## config.mk

```make
export PLATFORM = sky130hd
export DESIGN_NAME = pwm_gen_multi
export DESIGN_NICKNAME = d
export VERILOG_FILES = /design/src/rtl/pwm_pkg.sv /design/src/rtl/pwm_btn_debounce.sv /design/src/rtl/pwm_gen_multi.sv
export SDC_FILE = /design/constraint.sdc
export NUM_CORES = 1
export LEC_CHECK = 0
export ABC_AREA = 1
export BUFFER_PORTS_ARGS = -buffer_cell sky130_fd_sc_hd__buf_4
export CAP_MARGIN = 20
export CORE_UTILIZATION = 60
export CTS_BUF_LIST = sky130_fd_sc_hd__clkbuf_4 sky130_fd_sc_hd__clkbuf_8
export DETAILED_ROUTE_END_ITERATION = 16
export GPL_ROUTABILITY_DRIVEN = 0
export PLACE_DENSITY = 0.77
export SLEW_MARGIN = 10
export SYNTH_ARGS = -nofsm -noshare
export SYNTH_HDL_FRONTEND = slang
export SYNTH_HIERARCHICAL = 1
export SYNTH_SLANG_ARGS = --single-unit
```

## constraint.sdc

```tcl
create_clock -name clk -period 10.4 [get_ports clk]
set_input_delay 1.04 -clock clk [delete_from_list [all_inputs] [get_ports clk]]
set_output_delay 1.04 -clock clk [all_outputs]
set_load 0.01 [all_outputs]
```

## src/rtl/pwm_pkg.sv

```systemverilog
// Shared types and saturating helpers for the multi-channel PWM generator.
// The helpers operate on a wide vector; callers zero-extend inputs and truncate results.
package pwm_pkg;

  typedef enum logic {
    PWM_EDGE   = 1'b0,
    PWM_CENTER = 1'b1
  } pwm_mode_e;

  typedef enum logic {
    DIR_UP   = 1'b0,
    DIR_DOWN = 1'b1
  } cnt_dir_e;

  // Wide enough that val+step never wraps for any CW up to 31.
  localparam int SAT_W = 33;

  function automatic logic [SAT_W-1:0] sat_inc(input logic [SAT_W-1:0] val,
                                               input logic [SAT_W-1:0] step,
                                               input logic [SAT_W-1:0] lim);
    logic [SAT_W-1:0] sum;
    sum = val + step;
    return (sum > lim) ? lim : sum;
  endfunction

  function automatic logic [SAT_W-1:0] sat_dec(input logic [SAT_W-1:0] val,
                                               input logic [SAT_W-1:0] step);
    return (val >= step) ? (val - step) : '0;
  endfunction

endpackage

```

## src/rtl/pwm_btn_debounce.sv

```systemverilog
// Button conditioner: 2-FF synchroniser, two stages sampled on a shared
// sample_en strobe, and a single-cycle press pulse on the sampled rising edge.
module pwm_btn_debounce (
  input  logic clk,
  input  logic rst_n,
  input  logic sample_en,
  input  logic btn,
  output logic press
);

  logic sync1;
  logic sync2;
  logic stage1;
  logic stage2;

  always_ff @(posedge clk or negedge rst_n) begin
    if (!rst_n) begin
      sync1  <= 1'b0;
      sync2  <= 1'b0;
      stage1 <= 1'b0;
      stage2 <= 1'b0;
    end else begin
      sync1 <= btn;
      sync2 <= sync1;
      if (sample_en) begin
        stage1 <= sync2;
        stage2 <= stage1;
      end
    end
  end

  // Bounce shorter than the sample interval never reaches stage1, so one press gives one pulse.
  assign press = sample_en & stage1 & ~stage2;

endmodule

```

## src/rtl/pwm_gen_multi.sv

```systemverilog
// N-channel PWM generator with one shared edge/center-aligned period counter.
// Duty, period and mode are double-buffered and only take effect at a cycle boundary.
module pwm_gen_multi
  import pwm_pkg::*;
#(
  parameter int N_CH      = 4,
  parameter int CW        = 8,
  parameter int DUTY_INIT = 0,
  parameter int DUTY_STEP = 1,
  parameter int DEB_DIV   = 250000
) (
  input  logic                 clk,
  input  logic                 rst_n,
  input  logic                 mode_center,
  input  logic [CW-1:0]        period,
  input  logic [N_CH-1:0]      duty_inc,
  input  logic [N_CH-1:0]      duty_dec,
  output logic [N_CH-1:0]      pwm_out,
  output logic                 cycle_start,
  output logic [N_CH*CW-1:0]   duty_q
);

  // state    | meaning
  // DIR_UP   | counting up towards period_act (the only state used in edge mode)
  // DIR_DOWN | center mode, counting back down towards 0

  localparam int DW = (DEB_DIV > 1) ? $clog2(DEB_DIV) : 1;

  logic [DW-1:0]   div_cnt;
  logic            sample_en;
  logic [N_CH-1:0] inc_ev;
  logic [N_CH-1:0] dec_ev;

  logic [CW-1:0]   cnt;
  logic [CW-1:0]   cnt_nxt;
  cnt_dir_e        dir;
  cnt_dir_e        dir_nxt;
  logic            boundary;
  logic [CW-1:0]   period_act;
  pwm_mode_e       mode_act;
  logic [CW-1:0]   sat_lim;

  logic [CW-1:0]   duty_pend     [N_CH];
  logic [CW-1:0]   duty_pend_nxt [N_CH];
  logic [CW-1:0]   duty_act      [N_CH];
  logic [N_CH-1:0] raw;

  // Debounce sample strobe shared by every button.
  always_ff @(posedge clk or negedge rst_n) begin
    if (!rst_n) begin
      div_cnt <= '0;
    end else if (div_cnt == DW'(DEB_DIV - 1)) begin
      div_cnt <= '0;
    end else begin
      div_cnt <= div_cnt + DW'(1);
    end
  end

  assign sample_en = (div_cnt == DW'(DEB_DIV - 1));

  for (genvar g = 0; g < N_CH; g++) begin : g_btn
    pwm_btn_debounce u_inc (
      .clk       (clk),
      .rst_n     (rst_n),
      .sample_en (sample_en),
      .btn       (duty_inc[g]),
      .press     (inc_ev[g])
    );

    pwm_btn_debounce u_dec (
      .clk       (clk),
      .rst_n     (rst_n),
      .sample_en (sample_en),
      .btn       (duty_dec[g]),
      .press     (dec_ev[g])
    );
  end

  // 100% is period_act+1, except when that would not fit in CW bits.
  assign sat_lim = (&period_act) ? period_act : (period_act + CW'(1));

  always_comb begin
    for (int i = 0; i < N_CH; i++) begin
      duty_pend_nxt[i] = duty_pend[i];
      if (inc_ev[i] && !dec_ev[i]) begin
        duty_pend_nxt[i] = CW'(sat_inc(SAT_W'(duty_pend[i]), SAT_W'(DUTY_STEP),
                                       SAT_W'(sat_lim)));
      end else if (dec_ev[i] && !inc_ev[i]) begin
        duty_pend_nxt[i] = CW'(sat_dec(SAT_W'(duty_pend[i]), SAT_W'(DUTY_STEP)));
      end
    end
  end

  // Period counter next state; a cycle ends whenever the counter is about to return to 0.
  always_comb begin
    cnt_nxt = cnt;
    dir_nxt = dir;
    if (mode_act == PWM_EDGE || period_act == '0) begin
      cnt_nxt = (cnt == period_act) ? '0 : (cnt + CW'(1));
      dir_nxt = DIR_UP;
    end else if (dir == DIR_UP) begin
      if (cnt == period_act) begin
        cnt_nxt = cnt - CW'(1);
        dir_nxt = DIR_DOWN;
      end else begin
        cnt_nxt = cnt + CW'(1);
      end
    end else begin
      cnt_nxt = cnt - CW'(1);
    end
    boundary = (cnt_nxt == '0);
    if (boundary) begin
      dir_nxt = DIR_UP;
    end
  end

  always_ff @(posedge clk or negedge rst_n) begin
    if (!rst_n) begin
      cnt         <= '0;
      dir         <= DIR_UP;
      period_act  <= '0;
      mode_act    <= PWM_EDGE;
      cycle_start <= 1'b0;
    end else begin
      cnt         <= cnt_nxt;
      dir         <= dir_nxt;
      cycle_start <= boundary;
      if (boundary) begin
        period_act <= period;
        mode_act   <= mode_center ? PWM_CENTER : PWM_EDGE;
      end
    end
  end

  always_ff @(posedge clk or negedge rst_n) begin
    if (!rst_n) begin
      for (int i = 0; i < N_CH; i++) begin
        duty_pend[i] <= CW'(DUTY_INIT);
        duty_act[i]  <= CW'(DUTY_INIT);
      end
    end else begin
      for (int i = 0; i < N_CH; i++) begin
        duty_pend[i] <= duty_pend_nxt[i];
        if (boundary) begin
          duty_act[i] <= duty_pend[i];
        end
      end
    end
  end

  // A duty above period_act compares true for every count, giving a constant 1.
  always_comb begin
    raw = '0;
    for (int i = 0; i < N_CH; i++) begin
      raw[i] = (cnt < duty_act[i]);
    end
  end

  always_ff @(posedge clk or negedge rst_n) begin
    if (!rst_n) begin
      pwm_out <= '0;
    end else begin
      pwm_out <= raw;
    end
  end

  always_comb begin
    duty_q = '0;
    for (int i = 0; i < N_CH; i++) begin
      duty_q[i*CW +: CW] = duty_act[i];
    end
  end

endmodule
```

==> results of run 1 <==
path summary, 6_finish.rpt:
kind	from	to	slack (ns)
worst max register to register	period_act[1]$_DFFE_PN0P_	duty_q[6]$_DFFE_PN0P_	6.75
min in group asynchronous	rst_n	cnt[3]$_DFF_PN0_	0.61
worst max-delay path	period_act[1]$_DFFE_PN0P_	duty_q[6]$_DFFE_PN0P_	6.75
worst min-delay path	g_btn[0].u_dec/sync1$_DFF_PN0_	g_btn[0].u_dec/sync2$_DFF_PN0_	0.35
worst min register to register	g_btn[0].u_dec/sync1$_DFF_PN0_	g_btn[0].u_dec/sync2$_DFF_PN0_	0.35
max in group asynchronous	rst_n	div_cnt[1]$_DFF_PN0_	8.56
power breakdown:
part / internal, uW / switching (uW)
registers: 535 / 0.921
logic: 4.56 / 11.1
clock network: 188 / 266
total: 728 / 279
metal layers:
layer	vias to the layer above	track usage (%)	wire [um]
li1	4215	-	-
met1	3862	39.98	10430
met2	299	46.64	10300
met3	51	3.518	1178
met4	0	11.62	540
met5	-	0	0
cell usage after synthesis (2+ instances only):
library cell / count
nand2_1: 321
inv_1: 181
nand3_1: 146
dfrtp_1: 137
nor2_1: 119
a21oi_1: 69
ha_1: 66
xor2_1: 49
o21ai_0: 40
nand4_1: 24
clkbuf_1: 17
nor3_1: 16
buf_2: 14
nand2_2: 13
xnor2_1: 11
buf_4: 9
nor2_2: 9
nor4_1: 6
a21boi_0: 5
nand3b_1: 5
buf_6: 4
nand3_2: 4
o211ai_1: 4
o21ai_1: 4
nand2_4: 3
o21bai_1: 3
or2_2: 3
a21boi_1: 2
a31oi_1: 2
nor2_4: 2
nor3b_1: 2
o21a_1: 2
registers in the layout (all words and copies together), names as in the netlist, 4 cells and up:
| name | cells |
|---|---|
| duty_pend | 32 |
| duty_q | 32 |
| div_cnt | 18 |
| cnt | 8 |
| period_act | 8 |
| g_btn.u_dec/stage1 | 4 |
| g_btn.u_dec/stage2 | 4 |
| g_btn.u_dec/sync1 | 4 |
| g_btn.u_dec/sync2 | 4 |
| g_btn.u_inc/stage1 | 4 |
| g_btn.u_inc/stage2 | 4 |
| g_btn.u_inc/sync1 | 4 |
| g_btn.u_inc/sync2 | 4 |
| pwm_out | 4 |
through the flow:
step	utilization [%]	area, um2	total power, uW
2_1_floorplan	-	9413	546.6
3_3_place_gp	64.70	9872	563.3
5_1_grt	67.55	10310	1039
4_1_cts	67.55	10310	1019
3_5_place_dp	64.70	9872	563.6
6_report	67.55	10310	1006
kinds of logic (layout without fill, tap and decap cells):
kind of cell	Yosys count	in the layout	share of synthesized area, %
simple gates	676	676	31.77
buf+inv	226	272	9.876
flops	137	137	36.42
compound gates	133	133	7.577
fa+ha+maj	66	66	8.773
xor+xnor	60	60	5.583
area by class of cell:
| class | instances | area [um2] |
|---|---|---|
| clock buffer | 17 | 234.0 |
| sequential | 137 | 3428 |
| multi-input combinational | 935 | 5057 |
| clock inverter | 15 | 201.4 |
| inverter | 182 | 683.2 |
| timing repair buffer | 58 | 439.2 |
| tap | 211 | 264.0 |
| fill | 1339 | 4951 |
==> metrics.yaml, run 1 <==
outcome:
  outcome: "finished clean"
finish:
  final_cell_mix: "nand2_1 (321), inv_1 (181), nand3_1 (146), dfrtp_1 (137), nor2_1 (118)"
  layout_commonest_cell: "nand2_1"
  fin_nets: 1416
  antenna_cells: 0
  drive_above_1_share_pct: 9.673
  final_cells: 1555
  area_delta_synth_final_pct: 9.504
route:
  totalWireLength_um: 22450
  drc: 0
  viasPerCell: 5.419
  drt_iter0_drc: 735
  postRouteAntennaNets: 0
  wl_per_cell_um: 14.44
  first_pass_iters: 6
  vias: 8427
critical_path:
  critPathKind: "flop to flop"
  crit_fanout: 42
  cpMaxStageDelayCell: "nor2_4"
  cp.buffers_inverters: 2
  arrival_ns: 4.00
  r2r_cells: 12
  start_kind: "flop"
  crit_family: "simple AND/OR/NAND/NOR gates"
  cpMostUsedCell: "nand2_1"
  cp-end-kind: "flop"
  critPathRequiredTime_ns: 10.75
  critical_path.cell_chain: "inv_1, ha_1, nand3_1, o21ai_1, inv_1, nand2_1, o21ai_2, or2_4, nor2_4, nand2_4, nand2_1, nand2_1"
  cpPeakStageDelay_ns: 0.77
  crit_cells: 12
floorplan:
  die_w_um: 127.3
  coreArea_um2: 15260
  die_y_um: 127.3
  rows: 45
  dieArea_um2: 16190
  top_level_ports: 56
  initial_core_util_pct: 61.69
clock_tree:
  path_clk_slew_ns: 0.10
  cts_htree_levels: 4
  cts_made_buffers: 17
  insertion_delay_ns: 0.47
  cts-hold-fix-buffers: 0
  cts_buffer_depth: 2
  clock-sinks: 137
  cts-root-buf: "clkbuf_8"
  tritoncts: "built"
  cts_resized: 0
  post_cts_buffers: 0
synth:
  ys_warn_count: 6
  yosysTopAreaCell: "dfrtp_1"
  synthArstFlopShare_pct: 100.0
  synthFlopType: "dfrtp_1"
  synthTopCellsByArea: "dfrtp_1 (36%), nand2_1 (13%), ha_1 (8.8%)"
  synth_seq_cells: 137
  synth-edff-count: 0
  syn_area_per_cell_um2: 7.252
  syn_area_um2: 9413
  synth_top_cell_area_share_pct: 36.42
  synth-seq-area-share_pct: 36.42
  syn_nets: 1383
  syn_inst: 1298
  yosysUniqueCellTypes: 38
sta:
  fin_skew_ns: 0.01797
  worst_pin_slew_ns: 1.041
  hold_viol: 0
  setup-tns-final_ns: 0
  timing.slew.headroom_pct: 30.46
  max_freq_mhz: 273.8
  finalSetupViolCount: 0
  setup_ws_ns: 6.747
  fin_hold_ws_ns: 0.3550
  slew_viol_final: 0
  finalCriticalPeriod_ns: 3.653
  post-route-period-util_pct: 35.12
  rsz0062_at_grt: "false"
power_and_ir_drop:
  p_leak_uw: 0.005603
  p_per_area_nw_per_um2: 97.63
  ir_worst_vdd_uv: 83.98
global_routing:
  grt_max_degree: 82
  grt_pass1_wl_um: 37030
  grt_usage_pct: 28.96
  grt-ovfl-total: 0
  first_global_vias: 7641
  antenna_found_initial: 0
placed_design:
  numPortBuffers: 55
  hpwlAfterDp_um: 16250
  post-place-ws_ns: 6.839
  dp_cells: 1523
flow_run:
  cap_violations: 0
worst_hold_path:
  hold_depth: 0
  hold_path_class: "flop to flop"
Power figures use the tool's default switching activity.
==> inputs of run 2 (changes only) <==
CORE_UTILIZATION = 58   (was 60)
PLACE_DENSITY = 0.78   (was 0.77)
clock period = 3.1 ns   (was 10.4 ns; I/O delays follow)
==> metrics.yaml, run 2 (synthesis results as in run 1) <==
power_and_ir_drop:
  ir_worst_vdd_uv: 343.0  # +310%
  p_leak_uw: 0.005774  # +3.1%
  p_per_area_nw_per_um2: 321.2  # +230%
  power_uw: 3422  # +240%
sta:
  hold_viol: 0  # unchanged
  slew_viol_final: 0  # unchanged
  timing.slew.headroom_pct: 41.70  # +11 points
  finalCriticalPeriod_ns: 2.871  # -0.7812 ns
  max_freq_mhz: 348.3  # +27%
  fin_skew_ns: 0.01440  # -0.003575 ns
  worst_pin_slew_ns: 0.8745  # -0.1660 ns
  post-route-period-util_pct: 92.62  # +58 points
  rsz0062_at_grt: "false"
  finalSetupViolCount: 0  # unchanged
  fin_hold_ws_ns: 0.07364  # -0.2814 ns
  setup-tns-final_ns: 0  # unchanged
critical_path:
  start_kind: "flop"
  rr_startpoint: "period_act[2]$_DFFE_PN0P_"
  critPathKind: "flop to flop"
  arrival_ns: 3.24  # -0.76 ns
  cpMaxStageDelayCell: "dfrtp_1"
  critical_path.cell_chain: "nand4_1, nor3_1, o21ai_0, a21oi_1, ha_1, nand2_1, a21oi_2, a21boi_0, nand3_2, nand2_2, nand2_1, nand3_1, a21oi_1"
  crit_fanout: 9  # -79%
  cp-end-kind: "flop"
  r2r_cells: 13  # +1
  critPathRequiredTime_ns: 3.47  # -7.28 ns
  cpPeakStageDelay_ns: 0.49  # -0.28 ns
  endpoint: "duty_pend[1]$_DFFE_PN0P_"
  rr_endpoint: "duty_pend[1]$_DFFE_PN0P_"
  worstSetupStartpoint: "period_act[2]$_DFFE_PN0P_"
  reg2reg_slack_ns: 0.23  # -6.52 ns
placed_design:
  numPortBuffers: 55  # unchanged
  dp_cells: 1552  # +1.9%
  hpwlAfterDp_um: 16610  # +2.2%
finish:
  final_cell_mix: "nand2_1 (320), inv_1 (181), nand3_1 (146), dfrtp_1 (132), nor2_1 (114)"
  area_delta_synth_final_pct: 13.20
  antenna_cells: 0  # unchanged
  fin_nets: 1450  # +2.4%
  final_cells: 1594  # +2.5%
  drive_above_1_share_pct: 12.12  # +2.4 points
  layout_commonest_cell: "nand2_1"
  final_core_util_pct: 67.08  # -0.48 points
floorplan:
  initial_core_util_pct: 59.25  # -2.4 points
  dieArea_um2: 16740  # +3.4%
  rows: 46  # +2.2%
  die_y_um: 129.4  # +1.7%
  coreArea_um2: 15890  # +4.1%
  die_w_um: 129.4  # +1.7%
  top_level_ports: 56  # unchanged
route:
  totalWireLength_um: 23010  # +2.5%
  wl_per_cell_um: 14.44  # about the same
  drc: 0  # unchanged
  vias: 8623  # +2.3%
  drt_iter0_drc: 748  # +1.8%
  viasPerCell: 5.410  # -0.18%
  postRouteAntennaNets: 0  # unchanged
  first_pass_iters: 5  # -1
clock_tree:
  cts_htree_levels: 4  # unchanged
  tritoncts: "built"
  clock-sinks: 137  # unchanged
  cts_buffer_depth: 2  # unchanged
  cts-root-buf: "clkbuf_8"
  cts_made_buffers: 17  # unchanged
  path_clk_slew_ns: 0.09  # about the same
  insertion_delay_ns: 0.48  # about the same
flow_run:
  cap_violations: 0  # unchanged
global_routing:
  grt_pass1_wl_um: 37670  # +1.8%
  antenna_found_initial: 0  # unchanged
  grt-ovfl-total: 0  # unchanged
  grt_max_degree: 90  # +9.8%
  first_global_vias: 7935  # +3.8%
  grt_usage_pct: 28.95  # about the same
worst_hold_path:
  hold_path_class: "primary input to flop"
outcome:
  outcome: "finished clean"
==> run 2: timing repair <==
item | CTS | global route
hold endpoints to repair | 96 | 0
buffers inserted | 0 | 1
gates resized for setup | 0 | 14
hold buffers | 9 | 0
setup endpoints to repair | 0 | 29
==> run 2: power breakdown <==
part	internal (uW)	switching [uW]	total (uW)
combinational	24.4	39.5	64.0
sequential	1800	2.73	1800
clock	695	865	1560
total	2520	907	3420
==> run 2: per-stage QoR <==
stage                     area, um2  worst slack (ns)
after floorplan                9415            0.1736
after global placement        10100            0.2661
after detailed placement      10100            0.1463
after CTS                     10610           0.09798
after global routing          10660          0.001183
final                         10660            0.2287
==> run 2: final cells by class <==
cell class	instances	area, um2
inverter	182	683.2
tap	216	270.3
clock buffer	17	234.0
clock inverter	15	190.2
timing repair buffer	92	754.5
multi-input combinational	935	5089
sequential	137	3435
fill	1388	5230
==> run 2: how the worst min path moves through the flow <==
| stage | startpoint | endpoint | slack [ns] | depth (start not counted) |
|---|---|---|---|---|
| floorplan | rst_n | cnt[0]$_DFF_PN0_ | 0.01 | 0 |
| detailed placement | g_btn[0].u_dec/sync1$_DFF_PN0_ | g_btn[0].u_dec/sync2$_DFF_PN0_ | 0.33 | 0 |
| global route | period[4] | period_act[4]$_DFFE_PN0P_ | 0.08 | 3 |
| global placement | g_btn[1].u_dec/sync1$_DFF_PN0_ | g_btn[1].u_dec/sync2$_DFF_PN0_ | 0.33 | 0 |
| finish | period[6] | period_act[6]$_DFFE_PN0P_ | 0.07 | 3 |
| CTS | period[6] | period_act[6]$_DFFE_PN0P_ | 0.06 | 3 |
==> run 2: worst max-delay path: cells and delay by family, from the launching register on <==
family | cells | cell delay, ns
AOI/OAI and AO/OA | 5 | 0.82
adders and majority gates | 1 | 0.28
DFF | 1 | 0.49
and+or+nand+nor | 7 | 1.19
==> run 2: metal layers <==
layer  GRT usage, %  wire [um]  share of wire [%]
met1          38.23      10290                 45
met3          4.996       1449                6.3
met2          46.33      10520                 46
met5              0          0                  0
met4          13.77        750                3.3
